`src/rtl/mem_arbiter_if.sv`:
```
// mem_arbiter_if -- client and memory-port bundle for mem_arbiter.
//   Client side : req, we, lock, addr, wdata (packed per client), gnt, rvalid, rdata.
//   Memory side : mem_en, mem_we, mem_addr, mem_di (to memory), mem_do (from memory).
// Modports:
//   slave  -- the arbiter: samples client requests and memory read data,
//             drives grants, read returns and the memory port.
//   master -- the environment: the clients plus the memory behind the port.
interface mem_arbiter_if #(
   parameter int N_CLIENTS  = 2,
   parameter int ADDR_WIDTH = 16,
   parameter int DATA_WIDTH = 32
);
   logic [N_CLIENTS-1:0]            req;
   logic [N_CLIENTS-1:0]            we;
   logic [N_CLIENTS-1:0]            lock;
   logic [N_CLIENTS*ADDR_WIDTH-1:0] addr;
   logic [N_CLIENTS*DATA_WIDTH-1:0] wdata;
   logic [N_CLIENTS-1:0]            gnt;
   logic [N_CLIENTS-1:0]            rvalid;
   logic [DATA_WIDTH-1:0]           rdata;
   logic                            mem_en;
   logic                            mem_we;
   logic [ADDR_WIDTH-1:0]           mem_addr;
   logic [DATA_WIDTH-1:0]           mem_di;
   logic [DATA_WIDTH-1:0]           mem_do;

   modport slave (
      input  req, we, lock, addr, wdata, mem_do,
      output gnt, rvalid, rdata, mem_en, mem_we, mem_addr, mem_di
   );

   modport master (
      output req, we, lock, addr, wdata, mem_do,
      input  gnt, rvalid, rdata, mem_en, mem_we, mem_addr, mem_di
   );
endinterface

```
`src/rtl/mem_arbiter.sv`:
```
// mem_arbiter -- round-robin arbiter sharing one synchronous memory port
// among N_CLIENTS clients, one access per cycle.
// Ports:
//   clk   -- single clock, rising edge
//   reset -- synchronous, active-high
//   bus   -- mem_arbiter_if.slave (client requests/grants, read returns,
//            memory port)
// Timing: accept in cycle t (req&gnt) -> memory command in t+1 -> for reads,
// rvalid/rdata in t+2 (rdata is mem_do passed through on that cycle).
// Optional feature: define ARB_LOCK_EN to compile in burst locking, where a
// locked client keeps priority for up to MAX_BURST consecutive accepts.
module mem_arbiter #(
   parameter int N_CLIENTS  = 2,
   parameter int ADDR_WIDTH = 16,
   parameter int DATA_WIDTH = 32,
   parameter int MAX_BURST  = 4
) (
   input logic          clk,
   input logic          reset,
   mem_arbiter_if.slave bus
);
   localparam int PW = (N_CLIENTS > 1) ? $clog2(N_CLIENTS) : 1;

   logic [PW-1:0]         ptr, ptr_nxt, ptr_inc, sel;
   logic [N_CLIENTS-1:0]  gnt_c, rd_s1, rvalid_q;
   logic                  found, sel_we;
   logic [ADDR_WIDTH-1:0] sel_addr, mem_addr_q;
   logic [DATA_WIDTH-1:0] sel_di, mem_di_q, rdata_q;
   logic                  mem_en_q, mem_we_q;

   // Round-robin pick: first requester at or above ptr, else first below it.
   // NOTE: every combinational output gets a default before any branch so no
   // path leaves it unassigned and no latch is inferred.
   always_comb begin
      gnt_c = '0;
      sel   = '0;
      found = 1'b0;
      for (int j = 0; j < N_CLIENTS; j++) begin
         if (!found && bus.req[j] && j >= int'(ptr)) begin
            gnt_c[j] = 1'b1;
            sel      = PW'(j);
            found    = 1'b1;
         end
      end
      for (int j = 0; j < N_CLIENTS; j++) begin
         if (!found && bus.req[j] && j < int'(ptr)) begin
            gnt_c[j] = 1'b1;
            sel      = PW'(j);
            found    = 1'b1;
         end
      end
      // Nothing is granted (and so nothing accepted) while reset is held.
      if (reset) begin
         gnt_c = '0;
         found = 1'b0;
      end
   end

   // Command fields of the winning client.
   always_comb begin
      sel_we   = 1'b0;
      sel_addr = '0;
      sel_di   = '0;
      for (int j = 0; j < N_CLIENTS; j++) begin
         if (gnt_c[j]) begin
            sel_we   = bus.we[j];
            sel_addr = bus.addr[j*ADDR_WIDTH +: ADDR_WIDTH];
            sel_di   = bus.wdata[j*DATA_WIDTH +: DATA_WIDTH];
         end
      end
   end

   assign ptr_inc = (int'(sel) == N_CLIENTS - 1) ? '0 : sel + PW'(1);

`ifdef ARB_LOCK_EN
   localparam logic [7:0] BURST_MAX = 8'(MAX_BURST);

   logic [7:0] burst_cnt, burst_nxt, burst_inc;
   logic       sel_lock;

   always_comb begin
      sel_lock = 1'b0;
      for (int j = 0; j < N_CLIENTS; j++) begin
         if (gnt_c[j]) sel_lock = bus.lock[j];
      end
   end

   // A nonzero count means the previous cycle was a locked accept by the
   // client ptr is parked on; anything else starts a fresh burst.
   always_comb begin
      ptr_nxt   = ptr;
      burst_nxt = '0;
      burst_inc = (burst_cnt != '0 && sel == ptr) ? burst_cnt + 8'd1 : 8'd1;
      if (found) begin
         if (sel_lock && burst_inc < BURST_MAX) begin
            ptr_nxt   = sel;
            burst_nxt = burst_inc;
         end else begin
            ptr_nxt = ptr_inc;
         end
      end
   end

   always_ff @(posedge clk) begin
      if (reset) burst_cnt <= '0;
      else       burst_cnt <= burst_nxt;
   end
`else
   logic unused_cfg;
   assign unused_cfg = ^{bus.lock, 8'(MAX_BURST)};

   always_comb ptr_nxt = found ? ptr_inc : ptr;
`endif

   // NOTE: state registers use non-blocking assignments so every flop samples
   // the pre-edge values regardless of statement order.
   always_ff @(posedge clk) begin
      if (reset) begin
         ptr        <= '0;
         mem_en_q   <= 1'b0;
         mem_we_q   <= 1'b0;
         mem_addr_q <= '0;
         mem_di_q   <= '0;
         rd_s1      <= '0;
         rvalid_q   <= '0;
         rdata_q    <= '0;
      end else begin
         ptr      <= ptr_nxt;
         mem_en_q <= found;
         mem_we_q <= found & sel_we;
         if (found) begin
            mem_addr_q <= sel_addr;
            mem_di_q   <= sel_di;
         end
         // Read tag follows the command one stage behind; memory answers then.
         rd_s1    <= (found && !sel_we) ? gnt_c : '0;
         rvalid_q <= rd_s1;
         if (|rvalid_q) rdata_q <= bus.mem_do;
      end
   end

   // Outputs are forced to zero combinationally so they read zero during the
   // very first cycle reset is high, before the registers have cleared.
   assign bus.gnt      = gnt_c;
   assign bus.rvalid   = reset ? '0 : rvalid_q;
   assign bus.rdata    = reset ? '0 : ((|rvalid_q) ? bus.mem_do : rdata_q);
   assign bus.mem_en   = reset ? 1'b0 : mem_en_q;
   assign bus.mem_we   = reset ? 1'b0 : mem_we_q;
   assign bus.mem_addr = reset ? '0 : mem_addr_q;
   assign bus.mem_di   = reset ? '0 : mem_di_q;
endmodule

```
`src/flat_wrapper.sv`:
```
// flat-port wrapper written by rule: the top's interface ports become plain ports
module mem_arbiter_flat 
#(
   parameter int N_CLIENTS  = 2,
   parameter int ADDR_WIDTH = 16,
   parameter int DATA_WIDTH = 32,
   parameter int MAX_BURST  = 4
)
  (clk, reset, bus_req, bus_we, bus_lock, bus_addr, bus_wdata, bus_mem_do, bus_gnt, bus_rvalid, bus_rdata, bus_mem_en, bus_mem_we, bus_mem_addr, bus_mem_di);
  mem_arbiter_if #(.N_CLIENTS(N_CLIENTS), .ADDR_WIDTH(ADDR_WIDTH), .DATA_WIDTH(DATA_WIDTH)) bus_i ();
  input logic clk;
  input logic reset;
  input wire logic [$bits(bus_i.req)-1:0] bus_req;
  input wire logic [$bits(bus_i.we)-1:0] bus_we;
  input wire logic [$bits(bus_i.lock)-1:0] bus_lock;
  input wire logic [$bits(bus_i.addr)-1:0] bus_addr;
  input wire logic [$bits(bus_i.wdata)-1:0] bus_wdata;
  input wire logic [$bits(bus_i.mem_do)-1:0] bus_mem_do;
  output wire logic [$bits(bus_i.gnt)-1:0] bus_gnt;
  output wire logic [$bits(bus_i.rvalid)-1:0] bus_rvalid;
  output wire logic [$bits(bus_i.rdata)-1:0] bus_rdata;
  output wire logic [$bits(bus_i.mem_en)-1:0] bus_mem_en;
  output wire logic [$bits(bus_i.mem_we)-1:0] bus_mem_we;
  output wire logic [$bits(bus_i.mem_addr)-1:0] bus_mem_addr;
  output wire logic [$bits(bus_i.mem_di)-1:0] bus_mem_di;
  assign bus_i.req = bus_req;
  assign bus_i.we = bus_we;
  assign bus_i.lock = bus_lock;
  assign bus_i.addr = bus_addr;
  assign bus_i.wdata = bus_wdata;
  assign bus_i.mem_do = bus_mem_do;
  assign bus_gnt = bus_i.gnt;
  assign bus_rvalid = bus_i.rvalid;
  assign bus_rdata = bus_i.rdata;
  assign bus_mem_en = bus_i.mem_en;
  assign bus_mem_we = bus_i.mem_we;
  assign bus_mem_addr = bus_i.mem_addr;
  assign bus_mem_di = bus_i.mem_di;
  mem_arbiter #(.N_CLIENTS(N_CLIENTS), .ADDR_WIDTH(ADDR_WIDTH), .DATA_WIDTH(DATA_WIDTH), .MAX_BURST(MAX_BURST)) u_core (.clk(clk), .reset(reset), .bus(bus_i));
endmodule
```
`config.mk`:
```
export PLATFORM = sky130hd
export DESIGN_NAME = mem_arbiter_flat
export DESIGN_NICKNAME = d
export VERILOG_FILES = /design/src/rtl/mem_arbiter_if.sv /design/src/rtl/mem_arbiter.sv /design/src/flat_wrapper.sv
export SDC_FILE = /design/constraint.sdc
export NUM_CORES = 1
export LEC_CHECK = 0
export ABC_AREA = 1
export BUFFER_PORTS_ARGS = -buffer_cell sky130_fd_sc_hd__buf_2
export CORE_MARGIN = 3
export CORE_UTILIZATION = 48
export CTS_CLUSTER_SIZE = 8
export DETAILED_ROUTE_END_ITERATION = 16
export PLACE_DENSITY = 0.85
export SLEW_MARGIN = 20
export SYNTH_ARGS = -nofsm -noshare
export SYNTH_HDL_FRONTEND = slang
export SYNTH_SLANG_ARGS = --single-unit
```
`constraint.sdc`:
```
create_clock -name clk -period 2.9 [get_ports clk]
set_input_delay 0.145 -clock clk [delete_from_list [all_inputs] [get_ports clk]]
set_output_delay 0.145 -clock clk [all_outputs]
set_load 0.03 [all_outputs]
```
==> flow_metrics.tcl, run 1 <==
set metrics [dict create \
    pwr-share-seq 0.492 \
    post-synth-top-count-cell "nor2_1" \
    synth_top_area_frac 0.4402 \
    cp-end-kind "output pin" \
    antenna_cells 0 \
    ys_types 19 \
    syn-num-nets 690 \
    cp.required_ns 2.76 \
    htree_levels 3 \
    cp.buffers_inverters 2 \
    synth_area_leaders "dfxtp_1 44%, nand4_1 15%, nor2_1 11%, nand3_1 6.1%, inv_1 5.2%" \
    die_width_um 96.79 \
    placementRows 32 \
    cts_max_path_buffers 2 \
    drt_iter0_drc 233 \
    hold_start "bus_wdata[35]" \
    slew_headroom 0.3780 \
    post_cts_buffers 0 \
    slew_violations 0 \
    synth_mux_area_frac 0 \
    hold_violations 0 \
    yosys_register_bits 87 \
    cts_hold_buf 1 \
    power_density_nw_per_um2 519.0 \
    synth_xor_area_frac 0 \
    grt_max_degree 83 \
    grt-ovfl-total 0 \
    vias_per_cell 5.288 \
    cts_sinks 87 \
    crit_type "reg2out" \
    switchingPower_uw 865.5 \
    irDropWorstVdd_mv 0.2567 \
    drcViolationCount 0 \
    synth_commonest_cells "121 x nor2_1, 98 x nand4_1, 87 x dfxtp_1" \
    hold_class "in2reg" \
    critPathArrivalTime_ns 1.64 \
    setup_viol 0 \
    grt_pass1_vias 4205 \
    routed_wl_um 11920 \
    place.gp.congestion 0.8425 \
    timing.fmax_mhz 559.4 \
    synthesis.area_um2 3956 \
    worstPathCellList "inv_2 -> nand2_2 -> nand2_1 -> nor2_1 -> buf_2" \
    antenna_found_initial 0 \
    die_area_um2 9367 \
    syn_to_final_growth_pct 29.76 \
    yosysWarnings 0 \
    drv_cap 0 \
    syn_inst 554 \
    switching_share 0.3249 \
    period_needed_ns 1.788 \
    core-area_um2 7848 \
    cell_internal_pwr_mw 1.799 \
    place_hpwl_um 8378 \
    synth-simple-area-share 0.3871 \
    io_buffer_count 219 \
    cts.reportedPaths.clkPinSlew_ns 0.09 \
    synth-compound-area-share 0.04301 \
    root_buffer "clkbuf_8" \
    synth-edff-count 0 \
    grt_first_pass_wirelength_um 19310 \
    cts_buffers 9 \
    vias 4474 \
    yosys.area.top_type "dfxtp_1" \
    critPathSlowestCell "dfxtp_1" \
    synthArstFlopShare 0 \
    cpPeakStageDelay_ns 0.39 \
    leakage_nw 2.621 \
    nNetsFinal 875 \
    die_h_um 96.79 \
    min_period_over_period 0.6165 \
    cp-start-kind "flop" \
    synth_top_family_by_area "simple AND/OR/NAND/NOR gates" \
    cp-startpoint "u_core.ptr" \
    synthAdderAreaFrac 0 \
    synth-seq-area-share 0.4402 \
    status "complete, no violations" \
    final.setup.tns_ns 0 \
    skew_ns 0.01475 \
    start_util 0.5041 \
    timing.rr.start "u_core.ptr" \
    dr.pass1.iters 5 \
    crit_fanout 24 \
    p_comb_frac 0.229 \
    drive_above_1_share 0.3347 \
    postCtsResizedCells 0 \
    post_synth.cell_area_avg_um2 7.141 \
    final_antenna_net_count 0 \
    whs_ns 0.05720 \
    dominantRegCellSynth "dfxtp_1" \
    cts_tree "yes" \
    insertion_delay_ns 0.34 \
    crit_family "simple AND/OR/NAND/NOR gates" \
    worst_slew_pin_slew_ns 0.9298 \
    clock_power_share 0.278 \
    io_pins 222 \
    wl_per_cell_um 14.09 \
    rsz0062_at_grt "false" \
    grt_usage 0.2421 \
]
[path summary, 6_finish.rpt]
path                   endpoint  slack (ns)  cells after the start
min reg2reg  u_core.rvalid_q[1]        0.42                      2
max                  bus_gnt[1]        1.11                      5
max reg2reg     u_core.rd_s1[0]        1.34                      6
min          u_core.mem_di_q[3]        0.06                      3
[cell type report]
type | count | area (µm²)
fill | 696 | 2714
sequential | 87 | 1742
multi-input combinational | 356 | 1704
timing repair buffer | 227 | 1171
inverter | 58 | 219.0
tap | 102 | 127.6
clock buffer | 9 | 123.9
clock inverter | 7 | 46.29
[state kept, by name, indices dropped and copies added (netlist names)]
| signal | cells |
|---|---|
| u_core.rd_s1 | 2 |
| u_core.mem_addr_q | 16 |
| u_core.ptr | 1 |
| u_core.mem_we_q | 1 |
| u_core.rvalid_q | 2 |
| u_core.mem_en_q | 1 |
| u_core.mem_di_q | 32 |
| u_core.rdata_q | 32 |
[metal layers]
metal / up-vias / wire [µm] / global-route usage
met4: 0 / 248 / 0.08423
li1: 2217 / - / -
met3: 26 / 1039 / 0.05984
met1: 1999 / 4851 / 0.2963
met2: 232 / 5777 / 0.4135
met5: - / 0 / 0
[through the flow]
step | instance area, µm² | setup WS (ns) | utilization | total power [mW] | instances
global placement | 4954 | 1.276 | 0.6312 | 1.927 | 829
finish | 5134 | 1.112 | 0.6542 | 2.664 | 846
global route | 5134 | 0.9034 | 0.6542 | 2.799 | 846
detailed placement | 4954 | 1.220 | 0.6312 | 1.948 | 829
floorplan | 3956 | 1.523 | - | 1.745 | 554
CTS | 5134 | 1.069 | 0.6542 | 2.689 | 846
[tightest hold or removal path, stage by stage]
cell	delay [ns]
buf_2	0.07
nand4_1	0.08
nand3_1	0.06
[layout by cell type (no fill, tap or decap), drive strengths merged, types with 6 or more instances in the layout]
cell type  netlist  routed
inv             58      59
nand2           53      53
buf             44     226
nand4           98      98
nor2           123     123
clkbuf           9       9
clkinv           0       6
o21ai           32      32
dfxtp           87      87
nand3           48      48
[power by group through the flow]
stage	clock network, mW	registers (mW)	logic, mW
6_report	0.742	1.31	0.610
5_1_grt	0.810	1.32	0.669
4_1_cts	0.766	1.31	0.611
3_5_place_dp	0	1.34	0.608
3_3_place_gp	0	1.34	0.592
2_1_floorplan	0	1.33	0.412
[kinds of logic after synthesis]
family	after synthesis
buf+inv	111
compound gates	33
simple gates	323
flops	87
No activity file was read; power rests on OpenSTA's default activity.
==> inputs of run 2 (changes only) <==
--- a/config.mk
+++ b/config.mk
@@ -8,10 +8,10 @@
 export ABC_AREA = 1
 export BUFFER_PORTS_ARGS = -buffer_cell sky130_fd_sc_hd__buf_2
 export CORE_MARGIN = 3
-export CORE_UTILIZATION = 48
+export CORE_UTILIZATION = 40
 export CTS_CLUSTER_SIZE = 8
 export DETAILED_ROUTE_END_ITERATION = 16
-export PLACE_DENSITY = 0.85
+export PLACE_DENSITY = 0.75
 export SLEW_MARGIN = 20
 export SYNTH_ARGS = -nofsm -noshare
 export SYNTH_HDL_FRONTEND = slang
==> constraint.sdc (replaced) <==
create_clock -name clk -period 1.6 [get_ports clk]
set_input_delay 0.08 -clock clk [delete_from_list [all_inputs] [get_ports clk]]
set_output_delay 0.08 -clock clk [all_outputs]
set_load 0.03 [all_outputs]
==> run 2 against run 1 <==
Effect of this change: final cell count grew 15%; non-clock buffer count grew 98; hold slack lost 0.040 ns; critical path type unchanged; power grew 100%; flip-flop and latch count is the same; clock power grew 120%; the flow now finishes with violations (negative setup slack); clock skew shrank 0.0019 ns; cell area grew 23%; core utilization grew 1.6 points; critical path depth is the same.
==> flow_metrics.tcl, run 2 (synthesized netlist as in run 1, its figures left out) <==
set metrics [dict create \
    antenna_found_initial 0 \
    cp-end-kind "output pin" \
    setup_viol 7 \
    place_hpwl_um 8787 \
    place_ws_ns 0.2412 \
    die_h_um 105.5 \
    min_to "u_core.mem_addr_q[3]" \
    place.gp.congestion 0.8084 \
    core-area_um2 9415 \
    leakage_nw 3.117 \
    r2r_cells 5 \
    cts_sinks 87 \
    cp-start-kind "flop" \
    drcViolationCount 0 \
    routed_wl_um 15150 \
    slew_violations 0 \
    nNetsFinal 975 \
    irDropWorstVdd_mv 0.5695 \
    root_buffer "clkbuf_8" \
    drv_cap 0 \
    r2r_slack_ns 0.14 \
    timing.rr.start "u_core.ptr" \
    syn_to_final_growth_pct 59.55 \
    cp.required_ns 1.52 \
    vias_per_cell 5.261 \
    die_width_um 105.5 \
    switching_share 0.3247 \
    cts.reportedPaths.clkPinSlew_ns 0.10 \
    grt_first_pass_wirelength_um 23060 \
    nFillCells 759 \
    post_dp_cell_area_um2 5065 \
    violations "negative setup slack" \
    grt_pass1_vias 4889 \
    start_util 0.4202 \
    antenna_cells 0 \
    vias 5119 \
    final_common_cell "buf_2" \
    grt-ovfl-total 0 \
    dr.pass1.iters 5 \
    hold_start "bus_addr[3]" \
    p_comb_frac 0.260 \
    reg_top3 "u_core.mem_di_q x32, u_core.rdata_q x32, u_core.mem_addr_q x16" \
    switchingPower_mw 1.761 \
    critPathArrivalTime_ns 1.55 \
    reg2reg_to "u_core.mem_di_q[19]" \
    pwr-share-seq 0.439 \
    cts_tree "yes" \
    timing.fmax_mhz 612.7 \
    worstHoldPathCells 3 \
    skew_ns 0.01285 \
    cts_max_path_buffers 2 \
    clock_power_share 0.301 \
    slew_headroom 0.6009 \
    drt_iter0_drc 554 \
    crit_fanout 16 \
    io_pins 222 \
    period_needed_ns 1.632 \
    fin_ws_ns -0.03214 \
    crit_type "reg2out" \
    die_area_um2 11120 \
    htree_levels 3 \
    final_antenna_net_count 0 \
    io_buffer_count 219 \
    wl_per_cell_um 15.57 \
    rsz0062_at_grt "true" \
    hold_violations 0 \
    grt_usage 0.2507 \
    status "finished, violations left" \
    hold_class "in2reg" \
    worst_slew_pin_slew_ns 0.5987 \
    final_cell_mix "202 x buf_2, 115 x nor2_1, 98 x nand4_1, 85 x dfxtp_1, 83 x dlygate4sd3_1" \
    cell_internal_pwr_mw 3.661 \
    min_period_over_period 1.020 \
    cts_buffers 9 \
    power_density_nw_per_um2 858.9 \
    placementRows 35 \
    stdcell_area_um2 6312 \
    drive_above_1_share 0.3282 \
    grt_max_degree 58 \
    insertion_delay_ns 0.35 \
]
## run 2: metal layers
metal | wire, µm | GRT usage | part of all wire
met5 | 0 | 0 | 0
met4 | 648 | 0.1368 | 0.043
met3 | 1497 | 0.06981 | 0.099
met1 | 5821 | 0.2915 | 0.38
met2 | 7178 | 0.4158 | 0.47
## run 2: layout make-up
type | instances | area (µm²) | share of cell area
clock buffers | 9 | 123.9 | 0.01962
flip-flops and latches | 87 | 1744 | 0.2763
clock inverters | 7 | 86.33 | 0.01368
well taps | 129 | 161.4 | 0.02557
repair inverters | 2 | 17.52 | 0.002775
repair buffers | 325 | 2205 | 0.3493
inverters | 58 | 232.7 | 0.03687
multi-input cells | 356 | 1742 | 0.2759
## run 2: what timing repair did
item | CTS | global route
endpoints found under the setup margin | 32 | 36
hold buffers | 82 | 1
hold endpoints to repair | 49 | 1
cloned | 0 | 4
gates resized for setup | 8 | 45
setup buffers | 0 | 7
pin swaps | 0 | 5
## run 2: stage by stage
step	util	setup TNS (ns)	cells	total power [mW]	hold slack [ns]
after detailed placement	0.5379	0	863	3.561	0.2668
after floorplan	-	0	554	3.163	0.1568
after global placement	0.5379	0	863	3.530	0.2644
final	0.6704	-0.08871	973	5.422	0.01753
after global routing	0.6704	-2.464	973	5.688	0.004390
after CTS	0.6498	-0.02249	961	5.358	0.001070
## run 2: critical path: stages, from the launching register on
cell and delay (ns):
dfxtp_2 0.34, nor2_4 0.20, buf_12 0.17, o21ai_0 0.11, nor2_1 0.16, buf_2 0.22
## run 2: worst max path at each step
stage,endpoint,depth (start not counted),slack [ns],startpoint
after floorplan,u_core.rdata_q[22],4,0.22,u_core.rvalid_q[1]
after global placement,bus_rdata[28],5,0.28,u_core.rvalid_q[1]
after detailed placement,bus_rdata[11],5,0.24,u_core.rvalid_q[0]
after CTS,bus_rdata[14],5,-0.02,u_core.rvalid_q[1]
after global routing,bus_rdata[14],5,-0.13,u_core.rvalid_q[1]
final,bus_rdata[17],5,-0.03,u_core.rvalid_q[1]
## run 2: power by group through the flow
stage / Sequential, mW / Combinational [mW] / Clock, mW
after detailed placement: 2.43 / 1.13 / 0
after CTS: 2.38 / 1.30 / 1.68
after floorplan: 2.42 / 0.747 / 0
after global routing: 2.40 / 1.52 / 1.77
final: 2.38 / 1.41 / 1.63
after global placement: 2.42 / 1.11 / 0
==> inputs of run 3 (changes only) <==
--- a/config.mk
+++ b/config.mk
@@ -9,6 +9,7 @@
 export BUFFER_PORTS_ARGS = -buffer_cell sky130_fd_sc_hd__buf_2
 export CORE_MARGIN = 3
 export CORE_UTILIZATION = 40
+export CTS_CLUSTER_DIAMETER = 60
 export CTS_CLUSTER_SIZE = 8
 export DETAILED_ROUTE_END_ITERATION = 16
 export PLACE_DENSITY = 0.75
==> constraint.sdc (replaced) <==
create_clock -name clk -period 1.6 [get_ports clk]
set_input_delay 0.08 -clock clk [delete_from_list [all_inputs] [get_ports clk]]
set_output_delay 0.08 -clock clk [all_outputs]
set_load 0.05 [all_outputs]
==> run 3 against run 2 <==
Effect of this change: the flow still finishes with violations (negative setup slack); wire length down 1.8%; power up 3.6%; first-iteration DRC count down 12%; fmax down 0.97%; sequential power about the same.
==> flow_metrics.tcl, run 3 (synthesized netlist as in run 1, its figures left out) <==
set metrics [dict create \
    status "finished, violations left" \
    violations "negative setup slack" \
    pwr-share-seq 0.424 \
    drv_cap 0 \
    skew_ns 0.01323 \
    wl_per_cell_um 15.52 \
    grt_max_degree 58 \
    whs_ns 0.01398 \
    io_buffer_count 219 \
    syn_to_final_growth_pct 60.85 \
    cp.required_ns 1.52 \
    drt_iter0_drc 489 \
    grt_usage 0.2455 \
    clock_power_share 0.280 \
    min_period_over_period 1.030 \
    hold_class "in2reg" \
    irDropWorstVdd_mv 0.5290 \
    nFillCells 717 \
    cp-start-kind "flop" \
    cts_tree "yes" \
    final_common_cell "buf_2" \
    met2_usage 0.4290 \
    switchingPower_mw 1.906 \
    vias_per_cell 5.373 \
    cts_sinks 87 \
    root_buffer "clkbuf_8" \
    worst_slew_pin_slew_ns 0.4331 \
    grtUsageMet1 0.2781 \
    reg_top3 "u_core.mem_di_q x32, u_core.rdata_q x32, u_core.mem_addr_q x16" \
    place_inst 864 \
    routed_wl_um 14870 \
    hold_violations 0 \
    setup_viol 5 \
    die_h_um 105.5 \
    multi_input_area_um2 1794 \
    rsz0062_at_grt "true" \
    crit_type "reg2out" \
    htree_levels 3 \
    die_area_um2 11120 \
    cts.reportedPaths.clkPinSlew_ns 0.09 \
    start_util 0.4202 \
    cell_internal_pwr_mw 3.709 \
    antenna_cells 0 \
    grt-ovfl-total 0 \
    slew_headroom 0.7112 \
    grt_pass1_vias 4750 \
    period_needed_ns 1.648 \
    place.gp.congestion 0.8260 \
    timing.fmax_mhz 606.8 \
    core-area_um2 9415 \
    grt_first_pass_wirelength_um 22560 \
    cp-end-kind "output pin" \
    r2r_cells 4 \
    p_comb_frac 0.296 \
    seq_area_um2 1744 \
    worstHoldPathCells 3 \
    slew_violations 0 \
    antenna_found_initial 0 \
    die_width_um 105.5 \
    cts_buffers 9 \
    critPathArrivalTime_ns 1.57 \
    io_pins 222 \
    cts_max_path_buffers 2 \
    final_cell_mix "185 x buf_2, 98 x nand4_1, 89 x nor2_1, 85 x dfxtp_1, 69 x dlygate4sd3_1" \
    insertion_delay_ns 0.34 \
    power.total_mw 5.615 \
    drive_above_1_share 0.3619 \
    crit_fanout 8 \
    switching_share 0.3394 \
    placementRows 35 \
    fin_ws_ns -0.04810 \
    dr.pass1.iters 5 \
    top_usage_layer "met2" \
    final_cells 958 \
    nNetsFinal 960 \
    leakage_nw 3.057 \
    use_met3 0.06124 \
    place_hpwl_um 8847 \
    vias 5147 \
    drcViolationCount 0 \
    power_density_nw_per_um2 882.3 \
    final_antenna_net_count 0 \
]
[run 3: cell types whose count changed in the layout (fill, tap and decap cells not counted), sizes merged]
cell,before,now
clkbuf,10,12
clkinv,2,4
dlygate4sd3,83,69
inv,63,59
buf,241,240
[run 3: cell type report]
| class | count | share of cell area |
|---|---|---|
| timing repair inverter | 1 | 0.001376 |
| timing repair buffer | 311 | 0.3482 |
| inverter | 58 | 0.03657 |
| clock inverter | 6 | 0.01081 |
| multi-input combinational | 356 | 0.2820 |
| sequential | 87 | 0.2741 |
| clock buffer | 10 | 0.02163 |
| tap | 129 | 0.02536 |
[run 3: path summary, 6_finish.rpt]
path / from / to / slack (ns)
max: u_core.rvalid_q[0] / bus_rdata[11] / -0.05
min: bus_wdata[25] / u_core.mem_di_q[25] / 0.01
max reg2reg: u_core.ptr / u_core.mem_di_q[15] / 0.14
min reg2reg: u_core.rd_s1[1] / u_core.rvalid_q[1] / 0.41
[run 3: routing by layer]
layer	vias to the layer above	share of wire
li1	2393	-
met1	2367	0.38
met2	333	0.50
met3	54	0.087
met4	0	0.032
met5	-	0
[run 3: critical path, cell delays in order, from the launching register on]
cell and delay [ns]:
dfxtp_2 0.34, nor2_4 0.13, buf_4 0.14, buf_6 0.13
o21ai_0 0.13, nor2_2 0.18, buf_6 0.18
[run 3: repair_timing]
| item | CTS | global route |
|---|---|---|
| hold buffers | 68 | 1 |
| setup buffers | 0 | 6 |
| endpoints found under the hold margin | 45 | 1 |
| resized for setup | 50 | 37 |
| cloned | 0 | 3 |
| setup endpoints to repair | 33 | 36 |
| pin swaps | 0 | 4 |
[run 3: metrics by stage]
step                area [µm²]  utilization  worst slack, ns  setup TNS [ns]
floorplan                 4031            -           0.1727               0
finish                    6364       0.6759         -0.04810         -0.1022
CTS                       6172       0.6555         -0.02254        -0.07367
global placement          5135       0.5454           0.2074               0
detailed placement        5135       0.5454           0.1583               0
global route              6364       0.6759          -0.1503          -2.374
[run 3: power groups by stage]
stage,clock (mW),combinational [mW],sequential (mW)
2_1_floorplan,0,0.979,2.42
3_3_place_gp,0,1.34,2.42
3_5_place_dp,0,1.36,2.43
4_1_cts,1.63,1.55,2.38
5_1_grt,1.70,1.77,2.40
6_report,1.57,1.66,2.38
